<file path="config.mk">
export PLATFORM = sky130hd
export DESIGN_NAME = arm_pipeline_core
export DESIGN_NICKNAME = d
export VERILOG_FILES = /design/src/rtl/arm_pipeline_core.sv
export SDC_FILE = /design/constraint.sdc
export NUM_CORES = 2
export LEC_CHECK = 0
export CORE_UTILIZATION = 50
export CTS_CLUSTER_DIAMETER = 30
export DETAILED_ROUTE_END_ITERATION = 7
export PLACE_DENSITY = 0.77
export SLEW_MARGIN = 0
export SYNTH_ARGS = -nofsm -noshare
export SYNTH_HDL_FRONTEND = slang
export SYNTH_SLANG_ARGS = --single-unit
</file>
<file path="constraint.sdc">
create_clock -name clk -period 21.2 [get_ports clk]
set_input_delay 2.12 -clock clk [delete_from_list [all_inputs] [get_ports clk]]
set_output_delay 2.12 -clock clk [all_outputs]
set_load 0.05 [all_outputs]
</file>
<file path="src/rtl/arm_pipeline_core.sv">
// arm_pipeline_core: 5-stage (IF/ID/EX/MEM/WB) ARM-subset core without forwarding or interlocks.
// Software spaces dependent instructions; the data RAM is external, synchronous, single-port.
module arm_pipeline_core (
   input  logic        clk,
   input  logic        reset,
   output logic [31:0] PC,
   input  logic [31:0] Instruction,
   output logic        write_enable,
   output logic [31:0] WriteAddress,
   output logic [31:0] WriteData,
   input  logic [31:0] ReadData
);

   localparam logic [1:0]  OPDATA     = 2'b00;
   localparam logic [1:0]  OPMEMORY   = 2'b01;
   localparam logic [3:0]  FAND       = 4'b0000;
   localparam logic [3:0]  FEOR       = 4'b0001;
   localparam logic [3:0]  FSUB       = 4'b0010;
   localparam logic [3:0]  FADD       = 4'b0100;
   localparam logic [3:0]  FCMP       = 4'b1010;
   localparam logic [3:0]  FORR       = 4'b1100;
   localparam logic [3:0]  FMOV       = 4'b1101;
   localparam logic [3:0]  COND_NEVER = 4'b1111;
   localparam logic [31:0] NOP_INSTR  = 32'hF000_0000;

   logic [31:0] r_pc;
   logic [31:0] r_regs [0:15];
   logic [3:0]  r_nzcv;

   logic [31:0] r_ifid_instr;

   logic [3:0]  r_idex_cond;
   logic [1:0]  r_idex_op;
   logic [3:0]  r_idex_cmd;
   logic        r_idex_sl;
   logic [3:0]  r_idex_rd;
   logic [31:0] r_idex_a;
   logic [31:0] r_idex_b;
   logic [31:0] r_idex_sd;

   logic        r_exmem_we;
   logic        r_exmem_wb;
   logic        r_exmem_load;
   logic [3:0]  r_exmem_rd;
   logic [31:0] r_exmem_result;
   logic [31:0] r_exmem_sd;

   logic        r_memwb_wb;
   logic        r_memwb_load;
   logic [3:0]  r_memwb_rd;
   logic [31:0] r_memwb_result;

   logic [31:0] w_pc_plus8;
   logic [31:0] w_rn;
   logic [31:0] w_rm;
   logic [31:0] w_rdv;
   logic [31:0] w_rot_imm;
   logic [31:0] w_opb_id;

   logic        w_pass;
   logic        w_sub;
   logic        w_arith;
   logic        w_dp_write;
   logic        w_dp_flags;
   logic [31:0] w_opb;
   logic [32:0] w_sum;
   logic [31:0] w_dp_res;
   logic [31:0] w_mem_addr;
   logic        w_is_dp;
   logic        w_is_mem;
   logic [31:0] w_wb_data;

   function automatic logic [31:0] ror32(input logic [31:0] x, input logic [4:0] r);
      ror32 = (x >> r) | (x << (6'd32 - {1'b0, r}));
   endfunction

   function automatic logic cond_ok(input logic [3:0] c, input logic [3:0] f);
      logic n, z, cf, v;
      {n, z, cf, v} = f;
      case (c)
         4'h0:    cond_ok = z;
         4'h1:    cond_ok = !z;
         4'h2:    cond_ok = cf;
         4'h3:    cond_ok = !cf;
         4'h4:    cond_ok = n;
         4'h5:    cond_ok = !n;
         4'h6:    cond_ok = v;
         4'h7:    cond_ok = !v;
         4'h8:    cond_ok = cf && !z;
         4'h9:    cond_ok = !cf || z;
         4'hA:    cond_ok = (n == v);
         4'hB:    cond_ok = (n != v);
         4'hC:    cond_ok = !z && (n == v);
         4'hD:    cond_ok = z || (n != v);
         4'hE:    cond_ok = 1'b1;
         default: cond_ok = 1'b0;
      endcase
   endfunction

   assign PC           = r_pc;
   assign write_enable = r_exmem_we;
   assign WriteAddress = r_exmem_result;
   assign WriteData    = r_exmem_sd;

   // ID: regfile read (R15 reads as fetch PC + 8) and operand-2 formation
   assign w_pc_plus8 = r_pc + 32'd8;
   assign w_rn  = (r_ifid_instr[19:16] == 4'd15) ? w_pc_plus8 : r_regs[r_ifid_instr[19:16]];
   assign w_rm  = (r_ifid_instr[3:0]   == 4'd15) ? w_pc_plus8 : r_regs[r_ifid_instr[3:0]];
   assign w_rdv = (r_ifid_instr[15:12] == 4'd15) ? w_pc_plus8 : r_regs[r_ifid_instr[15:12]];
   assign w_rot_imm = ror32({24'd0, r_ifid_instr[7:0]}, {r_ifid_instr[11:8], 1'b0});

   always_comb begin
      w_opb_id = w_rm;
      if (r_ifid_instr[25]) begin
         if (r_ifid_instr[27:26] == OPMEMORY)
            w_opb_id = {20'd0, r_ifid_instr[11:0]};
         else
            w_opb_id = w_rot_imm;
      end
   end

   // EX: condition check, ALU, address generation
   always_comb begin
      w_pass     = cond_ok(r_idex_cond, r_nzcv);
      w_is_dp    = (r_idex_op == OPDATA);
      w_is_mem   = (r_idex_op == OPMEMORY);
      w_sub      = (r_idex_cmd == FSUB) || (r_idex_cmd == FCMP);
      w_arith    = w_sub || (r_idex_cmd == FADD);
      w_opb      = w_sub ? ~r_idex_b : r_idex_b;
      w_sum      = {1'b0, r_idex_a} + {1'b0, w_opb} + {32'd0, w_sub};
      w_mem_addr = r_idex_cmd[2] ? (r_idex_a + r_idex_b) : (r_idex_a - r_idex_b);
      w_dp_write = 1'b1;
      w_dp_res   = w_sum[31:0];
      case (r_idex_cmd)
         FAND:    w_dp_res = r_idex_a & r_idex_b;
         FEOR:    w_dp_res = r_idex_a ^ r_idex_b;
         FSUB,
         FADD:    w_dp_res = w_sum[31:0];
         FORR:    w_dp_res = r_idex_a | r_idex_b;
         FMOV:    w_dp_res = r_idex_b;
         FCMP:    w_dp_write = 1'b0;
         default: w_dp_write = 1'b0;
      endcase
      w_dp_flags = (r_idex_cmd == FCMP) || (r_idex_sl && w_dp_write);
   end

   always_ff @(posedge clk or posedge reset) begin
      if (reset) begin
         r_pc         <= '0;
         r_nzcv       <= '0;
         r_ifid_instr <= NOP_INSTR;
         r_idex_cond  <= COND_NEVER;
         r_idex_op    <= '0;
         r_idex_cmd   <= '0;
         r_idex_sl    <= 1'b0;
         r_idex_rd    <= '0;
         r_idex_a     <= '0;
         r_idex_b     <= '0;
         r_idex_sd    <= '0;
         r_exmem_we     <= 1'b0;
         r_exmem_wb     <= 1'b0;
         r_exmem_load   <= 1'b0;
         r_exmem_rd     <= '0;
         r_exmem_result <= '0;
         r_exmem_sd     <= '0;
         r_memwb_wb     <= 1'b0;
         r_memwb_load   <= 1'b0;
         r_memwb_rd     <= '0;
         r_memwb_result <= '0;
      end else begin
         r_pc         <= r_pc + 32'd4;
         r_ifid_instr <= Instruction;

         r_idex_cond <= r_ifid_instr[31:28];
         r_idex_op   <= r_ifid_instr[27:26];
         r_idex_cmd  <= r_ifid_instr[24:21];
         r_idex_sl   <= r_ifid_instr[20];
         r_idex_rd   <= r_ifid_instr[15:12];
         r_idex_a    <= w_rn;
         r_idex_b    <= w_opb_id;
         r_idex_sd   <= w_rdv;

         if (w_pass && w_is_dp && w_dp_flags)
            r_nzcv <= {w_dp_res[31], (w_dp_res == 32'd0),
                       w_arith && w_sum[32],
                       w_arith && (r_idex_a[31] == w_opb[31]) && (w_sum[31] != r_idex_a[31])};

         r_exmem_we     <= w_pass && w_is_mem && !r_idex_sl;
         r_exmem_load   <= w_pass && w_is_mem && r_idex_sl;
         r_exmem_wb     <= w_pass && ((w_is_mem && r_idex_sl) || (w_is_dp && w_dp_write));
         r_exmem_rd     <= r_idex_rd;
         r_exmem_result <= w_is_mem ? w_mem_addr : w_dp_res;
         r_exmem_sd     <= r_idex_sd;

         r_memwb_wb     <= r_exmem_wb;
         r_memwb_load   <= r_exmem_load;
         r_memwb_rd     <= r_exmem_rd;
         r_memwb_result <= r_exmem_result;
      end
   end

   // WB: the registered RAM delivers load data during this stage
   assign w_wb_data = r_memwb_load ? ReadData : r_memwb_result;

   always_ff @(posedge clk) begin
      if (r_memwb_wb && (r_memwb_rd != 4'd15))
         r_regs[r_memwb_rd] <= w_wb_data;
   end

endmodule

</file>
==> results.txt <==
Starting Density = 50.7%
area of all placed cells without fillers = 51800 sq um
# Post-CTS Setup Buffers = 0
Top Ports = 163
post-DR wirelength/cell = 32.6 um
Die ar. = 89800 sq um
Post-synth EDFFs = 512
count of TritonRoute iterations in the first routing pass = 5
total DRC errors in the routed layout = 0
core area = 87300 sq um
Antenna Nets Post-Route = 0
crit path cell chain = nor4_1 > and4_1 > nand2_1 > nor2_1 > a31oi_1 > xnor2_1 > ha_1 > a21oi_1 > and3_1 > nand4b_1 > a21oi_1 > o21bai_1 > a21oi_1 > o21ai_1 > a31oi_1 > xnor2_1 > mux2i_1
number of sinks driven by the clock tree = 798
via count = 31000
Fmax achieved = 195 MHz
switching share of power = 31.1%
combinational share of power = 20.8%
slew at the pin closest to its max-slew limit = 1.08 ns
cell accounting for the most synthesized area = sky130_fd_sc_hd__edfxtp_1
startpoint of the lowest-slack register-to-register path = r_idex_b[4]
setup violators final = 0
critical path class = flop to flop
clock insertion delay at the later pin of the skew report = 0.74 ns
cell area power density = 104 nW/um^2
synthesis warning total = 0
share of total power in sequential cells = 37.6%
Hold Crit Class = flop to flop
die width = 300 um
Pint = 0.00371 W
TNS Setup = 0 ns
final cycle utilization of the critical path = 24.2%
global-route wire length before repair = 213000 um
final hold violation count = 0
Diodes inserted = 0
leakage power figure = 18.7 nW
synthesis-to-layout area growth = 17.0%
Placed Area = 47200 sq um
most used cell, CP = sky130_fd_sc_hd__a21oi_1
CP max stage delay = 0.69 ns
CTS tree = done
Critical Path Sink Type = flop
most instantiated cells after synthesis = sky130_fd_sc_hd__edfxtp_1 (512), sky130_fd_sc_hd__mux4_2 (466), sky130_fd_sc_hd__dfrtp_1 (278), sky130_fd_sc_hd__nand2_1 (214), sky130_fd_sc_hd__o21ai_0 (160)
most frequently used flop master after synthesis = sky130_fd_sc_hd__edfxtp_1
max-slew violation count = 0
combined global-route utilization of all metal layers = 32.9%
Root Driver = sky130_fd_sc_hd__clkbuf_16
violation count after the first detailed-routing iteration = 4494
die outline height = 300 um
clock share of power = 41.5%
unrepaired setup endpoints after global routing = no
required time at the endpoint of the critical path = 21.78 ns
IR Drop Worst-Case VDD = 0.0000865 V
Max Fanout on Critical Path = 7
DPL Wire Length = 91200 um
Switching Power = 0.00167 W
Vias per Instance = 6.93
last weighted congestion value of the routability-driven placer = 0.966
worst endpoint data arrival time = 5.71 ns
final wirelength = 146000 um
post-synthesis cell type count = 101
post-cts sizing count = 0
pin count of the biggest net entering global routing = 96
cell area after synthesis = 44300 sq um
overflow left after global routing = 0
Inserted Clock Buffers = 134
max-cap viol count = 0
total power = 0.00538 W
area share of the largest cell type after synthesis = 34.7%
start point of the critical path = r_idex_b[4]
post-layout minimum cycle time = 5.13 ns
row count = 108
Worst slew margin = 27.8%
antenna violations before repair = 8
portion of the post-synthesis area used by sequential elements = 50.9%
net count of the finished layout = 3415
Post-Syn Instances = 3036
number of global-route vias before repair = 31600
Async S/R FF share, synth = 35.8%
number of buffers inserted for hold repair after clock tree synthesis = 0
proportion of layout cells with a drive suffix above 1 = 26.1%
Critical Path Source Type = flop
Critical-path top delay cell = sky130_fd_sc_hd__nor4_1
Worst-path clk slew = 0.05 ns
most common cell in the synthesized netlist = sky130_fd_sc_hd__edfxtp_1
run status = finished, final reports clean
worst clock skew on the final layout = 0.0305 ns
CTS H-tree lvls = 4
post-synthesis area per instance = 14.6 sq um
dominant cells by area after synthesis = sky130_fd_sc_hd__edfxtp_1 (35%), sky130_fd_sc_hd__mux4_2 (24%), sky130_fd_sc_hd__dfrtp_1 (16%)
Port Buffers = 160
startpoint of the tightest hold check path = r_idex_sd[25]
Bufs on Longest Clock Path = 3
Yosys reg bits = 798
cell usage in the layout, fill, tap and decap left out, types with 29 or more instances in the layout:
cell type / netlist / layout
sky130_fd_sc_hd__nand3_1: 33 / 33
sky130_fd_sc_hd__a21oi_1: 135 / 135
sky130_fd_sc_hd__edfxtp_1: 512 / 512
sky130_fd_sc_hd__mux2_2: 40 / 40
sky130_fd_sc_hd__conb_1: 1 / 34
sky130_fd_sc_hd__buf_4: 4 / 55
sky130_fd_sc_hd__dfrtp_1: 278 / 265
sky130_fd_sc_hd__clkbuf_16: 0 / 141
sky130_fd_sc_hd__ha_1: 132 / 132
sky130_fd_sc_hd__nand2_1: 214 / 214
sky130_fd_sc_hd__nor2_1: 124 / 113
sky130_fd_sc_hd__clkdlybuf4s50_1: 0 / 160
sky130_fd_sc_hd__mux4_2: 466 / 466
sky130_fd_sc_hd__a31oi_1: 29 / 29
sky130_fd_sc_hd__xnor2_1: 126 / 126
sky130_fd_sc_hd__inv_1: 87 / 86
sky130_fd_sc_hd__nor3_1: 38 / 34
sky130_fd_sc_hd__xor2_1: 36 / 36
sky130_fd_sc_hd__o21ai_0: 160 / 160
sky130_fd_sc_hd__mux2i_1: 29 / 29
power by group through the flow:
| stage | clock (W) | combinational [W] | sequential [W] |
|---|---|---|---|
| finish | 0.00223 | 0.00112 | 0.00202 |
| global route | 0.00232 | 0.00118 | 0.00203 |
| CTS | 0.00225 | 0.00110 | 0.00202 |
| detailed placement | 0 | 0.00109 | 0.00204 |
| global placement | 0 | 0.00107 | 0.00204 |
| floorplan | 0 | 0.000641 | 0.00208 |
stage by stage:
step / cells / utilization, % / worst slack, ns / hold WS (ns)
after detailed placement: 4234 / 54.0 / 15.57 / 0.335
after floorplan: 3069 / - / 11.20 / 0.331
after global placement: 4234 / 54.0 / 15.63 / 0.332
final: 4482 / 59.4 / 16.07 / 0.342
after CTS: 4482 / 59.4 / 16.12 / 0.344
after global routing: 4482 / 59.4 / 15.74 / 0.349
sequential cells by signal (all words and copies together), names as in the netlist, 30 cells and up:
signal,flops
r_regs,512
r_idex_sd,32
r_idex_a,32
r_idex_b,32
r_ifid_instr,32
r_memwb_result,32
WriteAddress,32
PC,30
WriteData,32
kinds of logic (layout without fill, tap and decap cells):
| kind of cell | after synthesis | after routing | share of synthesized area [%] |
|---|---|---|---|
| other cells | 1 | 34 | 0.00847 |
| compound gates | 544 | 544 | 7.85 |
| buf+inv | 298 | 556 | 2.74 |
| mux | 536 | 536 | 25.4 |
| xor+xnor | 162 | 162 | 3.20 |
| fa+ha+maj | 134 | 134 | 3.82 |
| simple gates | 563 | 563 | 6.07 |
| flops | 798 | 798 | 50.9 |
path summary, 6_finish.rpt:
path,endpoint,slack (ns),cells after the start
max,WriteAddress[31],16.07,17
min,WriteData[25],0.34,0
max reg2reg,WriteAddress[31],16.07,17
min reg2reg,WriteData[25],0.34,0
max in group asynchronous,PC[21],16.39,5
min in group asynchronous,r_memwb_result[1],1.94,2
cell type report:
cell class / count / area (sq um)
multi-input cells: 1973 / 20800
inverters: 92 / 353
well taps: 1155 / 1450
flip-flops and latches: 798 / 22600
clock inverters: 99 / 1090
clock buffers: 149 / 3570
fillers: 6328 / 35500
repair buffers: 216 / 2030
critical path: cells and delay by family (launching register included):
kind,cells,cell delay (ns)
multiplexers,1,0.11
flip-flops,1,0.40
XOR/XNOR,2,0.40
AO/OA/AOI/OAI,7,1.79
AND/OR/NAND/NOR,6,1.89
adder cells (fa/ha/maj),1,0.38
metal layers:
layer  track usage, %  up-vias  wire length [um]
li1                 -    12500                 -
met1             41.2    15600             50600
met2             52.2     2446             69800
met3             8.27      512             16800
met5                0        -                64
met4             18.8       10              8910
(Power assumes the default switching activity.)
